### src/rtl/image_stream_pkg.sv
// Shared types and default geometry for the image stream transmitter and the Sobel filter.
// FSM encoding, FIFO entry layout and a counter-width helper live here.
package image_stream_pkg;

  localparam int DEF_IMAGE_WIDTH  = 512;
  localparam int DEF_IMAGE_HEIGHT = 512;
  localparam int DEF_DATA_WIDTH   = 8;
  localparam int DEF_ADDR_WIDTH   = 18;

  typedef enum logic [1:0] {
    ST_IDLE  = 2'd0,
    ST_RUN   = 2'd1,
    ST_DRAIN = 2'd2
  } tx_state_e;

  typedef struct packed {
    logic sof;
    logic eol;
    logic eof;
  } pix_marks_t;

  typedef struct packed {
    logic [DEF_DATA_WIDTH-1:0] data;
    logic                      sof;
    logic                      eol;
    logic                      eof;
  } pix_entry_t;

  // Width of a counter spanning 0..n-1, never narrower than one bit.
  function automatic int ctr_width(input int n);
    return (n > 1) ? $clog2(n) : 1;
  endfunction

endpackage

### src/rtl/stream_skid_fifo.sv
// Two-entry FIFO with occupancy count; head is read straight from the storage registers.
// Push and pop on a full FIFO in the same cycle are accepted and leave occupancy unchanged.
module stream_skid_fifo #(
  parameter int WIDTH = 8
) (
  input  logic             clk,
  input  logic             rst_ni,
  input  logic             push_i,
  input  logic [WIDTH-1:0] push_data_i,
  input  logic             pop_i,
  output logic [WIDTH-1:0] head_o,
  output logic             valid_o,
  output logic [1:0]       count_o
);

  logic [WIDTH-1:0] slot_q [2];
  logic             wr_ptr_q;
  logic             rd_ptr_q;
  logic [1:0]       count_q;
  logic             do_push;
  logic             do_pop;

  assign do_pop  = pop_i && (count_q != 2'd0);
  assign do_push = push_i && ((count_q != 2'd2) || do_pop);

  always_ff @(posedge clk or negedge rst_ni) begin
    if (!rst_ni) begin
      slot_q[0] <= '0;
      slot_q[1] <= '0;
      wr_ptr_q  <= 1'b0;
      rd_ptr_q  <= 1'b0;
      count_q   <= 2'd0;
    end else begin
      // When full, wr_ptr equals rd_ptr, so a simultaneous push overwrites the entry leaving now.
      if (do_push) begin
        slot_q[wr_ptr_q] <= push_data_i;
        wr_ptr_q         <= ~wr_ptr_q;
      end
      if (do_pop) begin
        rd_ptr_q <= ~rd_ptr_q;
      end
      case ({do_push, do_pop})
        2'b10:   count_q <= count_q + 2'd1;
        2'b01:   count_q <= count_q - 2'd1;
        default: count_q <= count_q;
      endcase
    end
  end

  assign head_o  = slot_q[rd_ptr_q];
  assign valid_o = (count_q != 2'd0);
  assign count_o = count_q;

endmodule

### src/rtl/image_stream_tx.sv
// Reads a stored frame from a synchronous-read RAM and streams it in raster order with sof/eol/eof.
// Define IMAGE_STREAM_TX_BORDER_PAD_EN to wrap the frame in a one-pixel zero border.
module image_stream_tx
  import image_stream_pkg::*;
#(
  parameter int IMAGE_WIDTH  = DEF_IMAGE_WIDTH,
  parameter int IMAGE_HEIGHT = DEF_IMAGE_HEIGHT,
  parameter int DATA_WIDTH   = DEF_DATA_WIDTH,
  parameter int ADDR_WIDTH   = DEF_ADDR_WIDTH
) (
  input  logic                  clk,
  input  logic                  reset,
  input  logic                  start,
  output logic                  busy,
  output logic                  done,
  output logic                  mem_rd_en,
  output logic [ADDR_WIDTH-1:0] mem_rd_addr,
  input  logic [DATA_WIDTH-1:0] mem_rd_data,
  output logic [DATA_WIDTH-1:0] pix_data,
  output logic                  pix_valid,
  input  logic                  pix_ready,
  output logic                  pix_sof,
  output logic                  pix_eol,
  output logic                  pix_eof
);

`ifdef IMAGE_STREAM_TX_BORDER_PAD_EN
  localparam int PAD = 1;
`else
  localparam int PAD = 0;
`endif
  localparam int GW = IMAGE_WIDTH + 2 * PAD;
  localparam int GH = IMAGE_HEIGHT + 2 * PAD;
  localparam int CW = ctr_width(GW);
  localparam int RW = ctr_width(GH);
  localparam int EW = DATA_WIDTH + $bits(pix_marks_t);
  localparam logic [CW-1:0]         COL_LAST  = CW'(GW - 1);
  localparam logic [RW-1:0]         ROW_LAST  = RW'(GH - 1);
  localparam logic [ADDR_WIDTH-1:0] ADDR_LAST = ADDR_WIDTH'(IMAGE_WIDTH * IMAGE_HEIGHT - 1);

  tx_state_e             state_q;
  logic [CW-1:0]         col_q;
  logic [RW-1:0]         row_q;
  logic [ADDR_WIDTH-1:0] addr_q;
  logic                  busy_q;
  logic                  done_q;
  logic                  slot_pend_q;
  logic                  pad_pend_q;
  pix_marks_t            marks_pend_q;

  logic                  col_last;
  logic                  row_last;
  logic                  is_pad;
  logic                  issue;
  logic                  pop;
  logic [2:0]            occupancy;
  pix_marks_t            issue_marks;
  pix_marks_t            head_marks;
  logic [1:0]            fifo_count;
  logic                  fifo_valid;
  logic [DATA_WIDTH-1:0] push_pix;
  logic [DATA_WIDTH-1:0] head_pix;
  logic [EW-1:0]         push_entry;
  logic [EW-1:0]         head_entry;

  assign col_last = (col_q == COL_LAST);
  assign row_last = (row_q == ROW_LAST);

`ifdef IMAGE_STREAM_TX_BORDER_PAD_EN
  assign is_pad = (col_q == '0) || col_last || (row_q == '0) || row_last;
`else
  assign is_pad = 1'b0;
`endif

  // A slot is issued only if it will still fit once everything already in flight has landed.
  assign pop       = fifo_valid & pix_ready;
  assign occupancy = 3'(fifo_count) + 3'(slot_pend_q) - 3'(pop);
  assign issue     = (state_q == ST_RUN) && (occupancy < 3'd2);

  assign issue_marks.sof = (col_q == '0) && (row_q == '0);
  assign issue_marks.eol = col_last;
  assign issue_marks.eof = col_last && row_last;

  assign mem_rd_en   = issue & ~is_pad;
  assign mem_rd_addr = addr_q;

  assign push_pix   = pad_pend_q ? '0 : mem_rd_data;
  assign push_entry = {push_pix, marks_pend_q};
  assign {head_pix, head_marks} = head_entry;

  stream_skid_fifo #(
    .WIDTH(EW)
  ) u_fifo (
    .clk        (clk),
    .rst_ni     (reset),
    .push_i     (slot_pend_q),
    .push_data_i(push_entry),
    .pop_i      (pop),
    .head_o     (head_entry),
    .valid_o    (fifo_valid),
    .count_o    (fifo_count)
  );

  always_ff @(posedge clk or negedge reset) begin
    if (!reset) begin
      state_q      <= ST_IDLE;
      col_q        <= '0;
      row_q        <= '0;
      addr_q       <= '0;
      busy_q       <= 1'b0;
      done_q       <= 1'b0;
      slot_pend_q  <= 1'b0;
      pad_pend_q   <= 1'b0;
      marks_pend_q <= '0;
    end else begin
      done_q       <= 1'b0;
      slot_pend_q  <= issue;
      pad_pend_q   <= issue & is_pad;
      marks_pend_q <= issue_marks;
      case (state_q)
        ST_IDLE: begin
          if (start) begin
            state_q <= ST_RUN;
            busy_q  <= 1'b1;
            col_q   <= '0;
            row_q   <= '0;
            addr_q  <= '0;
          end
        end
        ST_RUN: begin
          if (issue) begin
            if (!is_pad && (addr_q != ADDR_LAST)) begin
              addr_q <= addr_q + 1'b1;
            end
            if (col_last) begin
              col_q <= '0;
              if (row_last) begin
                state_q <= ST_DRAIN;
              end else begin
                row_q <= row_q + 1'b1;
              end
            end else begin
              col_q <= col_q + 1'b1;
            end
          end
        end
        ST_DRAIN: begin
          if (pop && head_marks.eof) begin
            state_q <= ST_IDLE;
            busy_q  <= 1'b0;
            done_q  <= 1'b1;
          end
        end
        default: state_q <= ST_IDLE;
      endcase
    end
  end

  assign busy      = busy_q;
  assign done      = done_q;
  assign pix_valid = fifo_valid;
  assign pix_data  = head_pix;
  assign pix_sof   = fifo_valid & head_marks.sof;
  assign pix_eol   = fifo_valid & head_marks.eol;
  assign pix_eof   = fifo_valid & head_marks.eof;

endmodule
### config.mk
export PLATFORM = sky130hd
export DESIGN_NAME = image_stream_tx
export DESIGN_NICKNAME = d
export VERILOG_FILES = /design/src/rtl/image_stream_pkg.sv /design/src/rtl/stream_skid_fifo.sv /design/src/rtl/image_stream_tx.sv
export SDC_FILE = /design/constraint.sdc
export NUM_CORES = 1
export LEC_CHECK = 0
export CAP_MARGIN = 25
export CORE_UTILIZATION = 50
export DETAILED_ROUTE_END_ITERATION = 12
export GPL_TIMING_DRIVEN = 0
export PLACE_DENSITY = 0.77
export SLEW_MARGIN = 20
export SYNTH_ARGS = -nofsm -noshare
export SYNTH_HDL_FRONTEND = slang
export SYNTH_HIERARCHICAL = 1
export SYNTH_SLANG_ARGS = --single-unit
export TNS_END_PERCENT = 50
### constraint.sdc
create_clock -name clk -period 3.2 [get_ports clk]
set_input_delay 0.96 -clock clk [delete_from_list [all_inputs] [get_ports clk]]
set_output_delay 0.96 -clock clk [all_outputs]
set_load 0.03 [all_outputs]
==> impl_metrics.yaml <==
worst_setup_path:
  critPathSlowestCell: "fa_1"
  worstSetupPathType: "input port to output pin"
  crit_family: "adder cells"
  crit_buf_inv: 3
  required_ns: 2.24
  path_cells: "buf_6 > nand2_4 > xnor2_2 > nand2_1 > fa_1 > and3b_2 > nand2_4 > clkinvlp_4 > buf_6"
  rrSetupSlack_ns: 0.19
  r2r_start: "u_fifo/count_o[1]$_DFFE_PN0P_"
  worstPathMaxFanout: 3
  crit_arrival_ns: 2.45
  r2r_end: "mem_rd_addr[11]$_DFFE_PN0P_"
  slowest_delay_ns: 0.51
  setup.worst_path.start_class: "input port"
  reg2regPathDepth: 12
  crit_path_end_kind: "output pin"
floorplanning:
  die_w_um: 87.2
  start_util: 0.526
  ios: 45
  num_rows: 30
  core_mm2: 0.00691
  die_h_um: 87.2
  die_area_mm2: 0.00761
synth:
  synth_edf_count: 0
  avgSynthCellArea_um2: 10.8
  netlist_area_mm2: 0.00363
  synth_top_cell_by_area: "dfrtp_1"
  synth_cells: 337
  async_flop_share: 1.00
  synth-seq-cells: 70
  synth_top_cell_area_share: 0.482
  synth-main-ff-cell: "dfrtp_1"
  synthTopCellsByArea: "dfrtp_1 48%, mux2_4 8.3%, o21ai_0 4.8%, mux2_2 3.4%, nand2_1 3.2%"
  yosysWarnings: 6
  synth_nets: 358
  synth_cell_types: 46
  yosysSeqAreaShare: 0.482
run:
  drv_cap: 0
grt:
  grt_overflow_total: 0
  grt_max_degree: 49
  grt_pass1_vias: 2699
  antenna_found_initial: 0
  gr-usage-all-layers: 0.223
  grt_pass1_wl_um: 12900
cells_and_area:
  antenna_cells: 0
  finalNetCount: 420
  fillers: 576
  final_cells: 500
  final_cell_mix: "68 x dfrtp_1, 41 x clkdlybuf4s50_1, 35 x o21ai_0, 29 x nand2_1, 29 x nor2_1"
  layout-drive-gt1-share: 0.198
  synthToLayoutAreaGrowth_pct: 25.2
  mostFrequentLayoutCell: "dfrtp_1"
  stdcell_area_mm2: 0.00455
clock_network:
  worstSkewPairLatency_ns: 0.35
  cts_tree: "built"
  root_buffer: "clkbuf_8"
  cts_made_buffers: 9
  cts_buffer_depth: 2
  htree_levels: 3
  clock-sinks: 70
  path_clk_slew_ns: 0.07
sta:
  tightest_slew_ns: 0.596
  fin_tns_setup_ns: -0.206
  setup_slack_ns: -0.206
  fin_crit_sh: 1.06
  fmax_mhz: 294
  final.setup_skew_ns: 0.00627
  maxSlewHeadroom: 0.602
  drv_slew: 0
  min_period_ns: 3.41
  setup_viol: 1
  finalHoldViolCount: 0
  rsz0062_at_grt: "yes"
pwr:
  powerDensity_mw_per_mm2: 926
  ir_drop_uv: 524
  cellLeakagePower_nw: 1.98
placed_design:
  gp_congestion: 0.857
  dpl.hpwl_um: 5160
  pre_cts_ws_ns: -1.25
  io_buffer_count: 44
  placed_cell_area_mm2: 0.00424
  placed_cells: 478
detailed_routing:
  dr.pass1.iters: 4
  avgViaCountPerCell: 5.59
  drc: 0
  via_count: 2797
  wirelength_um: 7810
  ant_nets: 0
  drtIter0Drc: 169
  wire_per_inst_um: 15.6
worst_hold_path:
  hold_depth: 1
  hold_end: "u_fifo/slot_q[21]$_DFFE_PN0P_"
  hp-class: "register to register"
  hold_start: "u_fifo/slot_q[21]$_DFFE_PN0P_"
status:
  violations: "negative setup slack"
  status: "complete, but fails checks"
==> how the worst max path moves through the flow <==
stage | startpoint | end | slack [ns] | cells past startpoint
after floorplan | pix_ready | mem_rd_en | 0.004 | 7
after global placement | pix_ready | mem_rd_en | -1.24 | 9
after detailed placement | pix_ready | mem_rd_en | -1.25 | 9
after CTS | pix_ready | mem_rd_en | -0.17 | 9
after global routing | pix_ready | mem_rd_en | -0.29 | 9
final | pix_ready | mem_rd_en | -0.21 | 9
==> synth_stat cells (4+ instances only) <==
master and count:
and3_1 7, nor3_1 4, ha_1 8, xor2_1 6, o31ai_1 11, nand4_1 6
xnor2_1 7, o21ai_0 35, inv_1 9, clkbuf_1 4, a21oi_1 8, and2_1 5
nor2_1 29, nand2_1 31, and4_1 4, a31oi_1 7, nand3_1 17, mux2_4 20
mux2_2 11, dfrtp_1 70
==> state kept, by name, indices dropped and copies added (netlist names) <==
name	cells
marks_pend_q	3
col_q	9
u_fifo/wr_ptr_q	1
u_fifo/count_o	2
state_q	2
u_fifo/slot_q	22
slot_pend_q	1
u_fifo/rd_ptr_q	1
row_q	9
done	1
mem_rd_addr	18
busy	1
==> cell families (layout without fill, tap and decap cells) <==
group,Yosys count,in the layout,synth area share
DFF,70,70,0.482
buffers and inverters,20,87,0.0279
and+or+nand+nor,123,123,0.190
muxes,33,33,0.123
AOI/OAI and AO/OA,69,69,0.112
adders and majority gates,9,9,0.0331
xor gates and xnor gates,13,13,0.0313
==> through the flow <==
step / total power, W / hold WS [ns] / util
6_report: 0.00421 / 0.484 / 0.659
5_1_grt: 0.00444 / 0.513 / 0.659
4_1_cts: 0.00423 / 0.489 / 0.659
3_5_place_dp: 0.00320 / 0.471 / 0.613
3_3_place_gp: 0.00316 / 0.465 / 0.610
2_1_floorplan: 0.00261 / 0.452 / -
==> layout make-up <==
type | instances | area (um2) | share of cell area
multi-input combinational | 247 | 1810 | 0.398
sequential | 70 | 1750 | 0.386
timing repair buffer | 51 | 513 | 0.113
clock buffer | 9 | 124 | 0.0272
clock inverter | 7 | 121 | 0.0267
tap | 96 | 120 | 0.0264
buffer | 11 | 67.6 | 0.0149
inverter | 9 | 37.5 | 0.00825
==> routing by layer <==
metal	up-vias	global-route usage	routed length (um)
met3	9	0.0464	488
met1	1353	0.293	3530
met4	0	0.0954	91
met5	-	0	0
li1	1344	-	-
met2	91	0.359	3690
==> report_power, final <==
part	switching, W	internal, W	leakage (nW)	total [W]
Clock	0.000353	0.000521	0.124	0.000875
Combinational	0.00110	0.000941	0.964	0.00204
Sequential	0.000181	0.00111	0.895	0.00129
Total	0.00164	0.00258	1.98	0.00421
==> timing repair <==
item / in CTS / in global routing
hold endpoints to repair: 0 / 0
hold buffers: 0 / 0
buffers inserted: 6 / 0
pin swaps: 7 / 3
gates resized for setup: 18 / 0
setup endpoints to repair: 7 / 1
(Power assumes the default switching activity.)
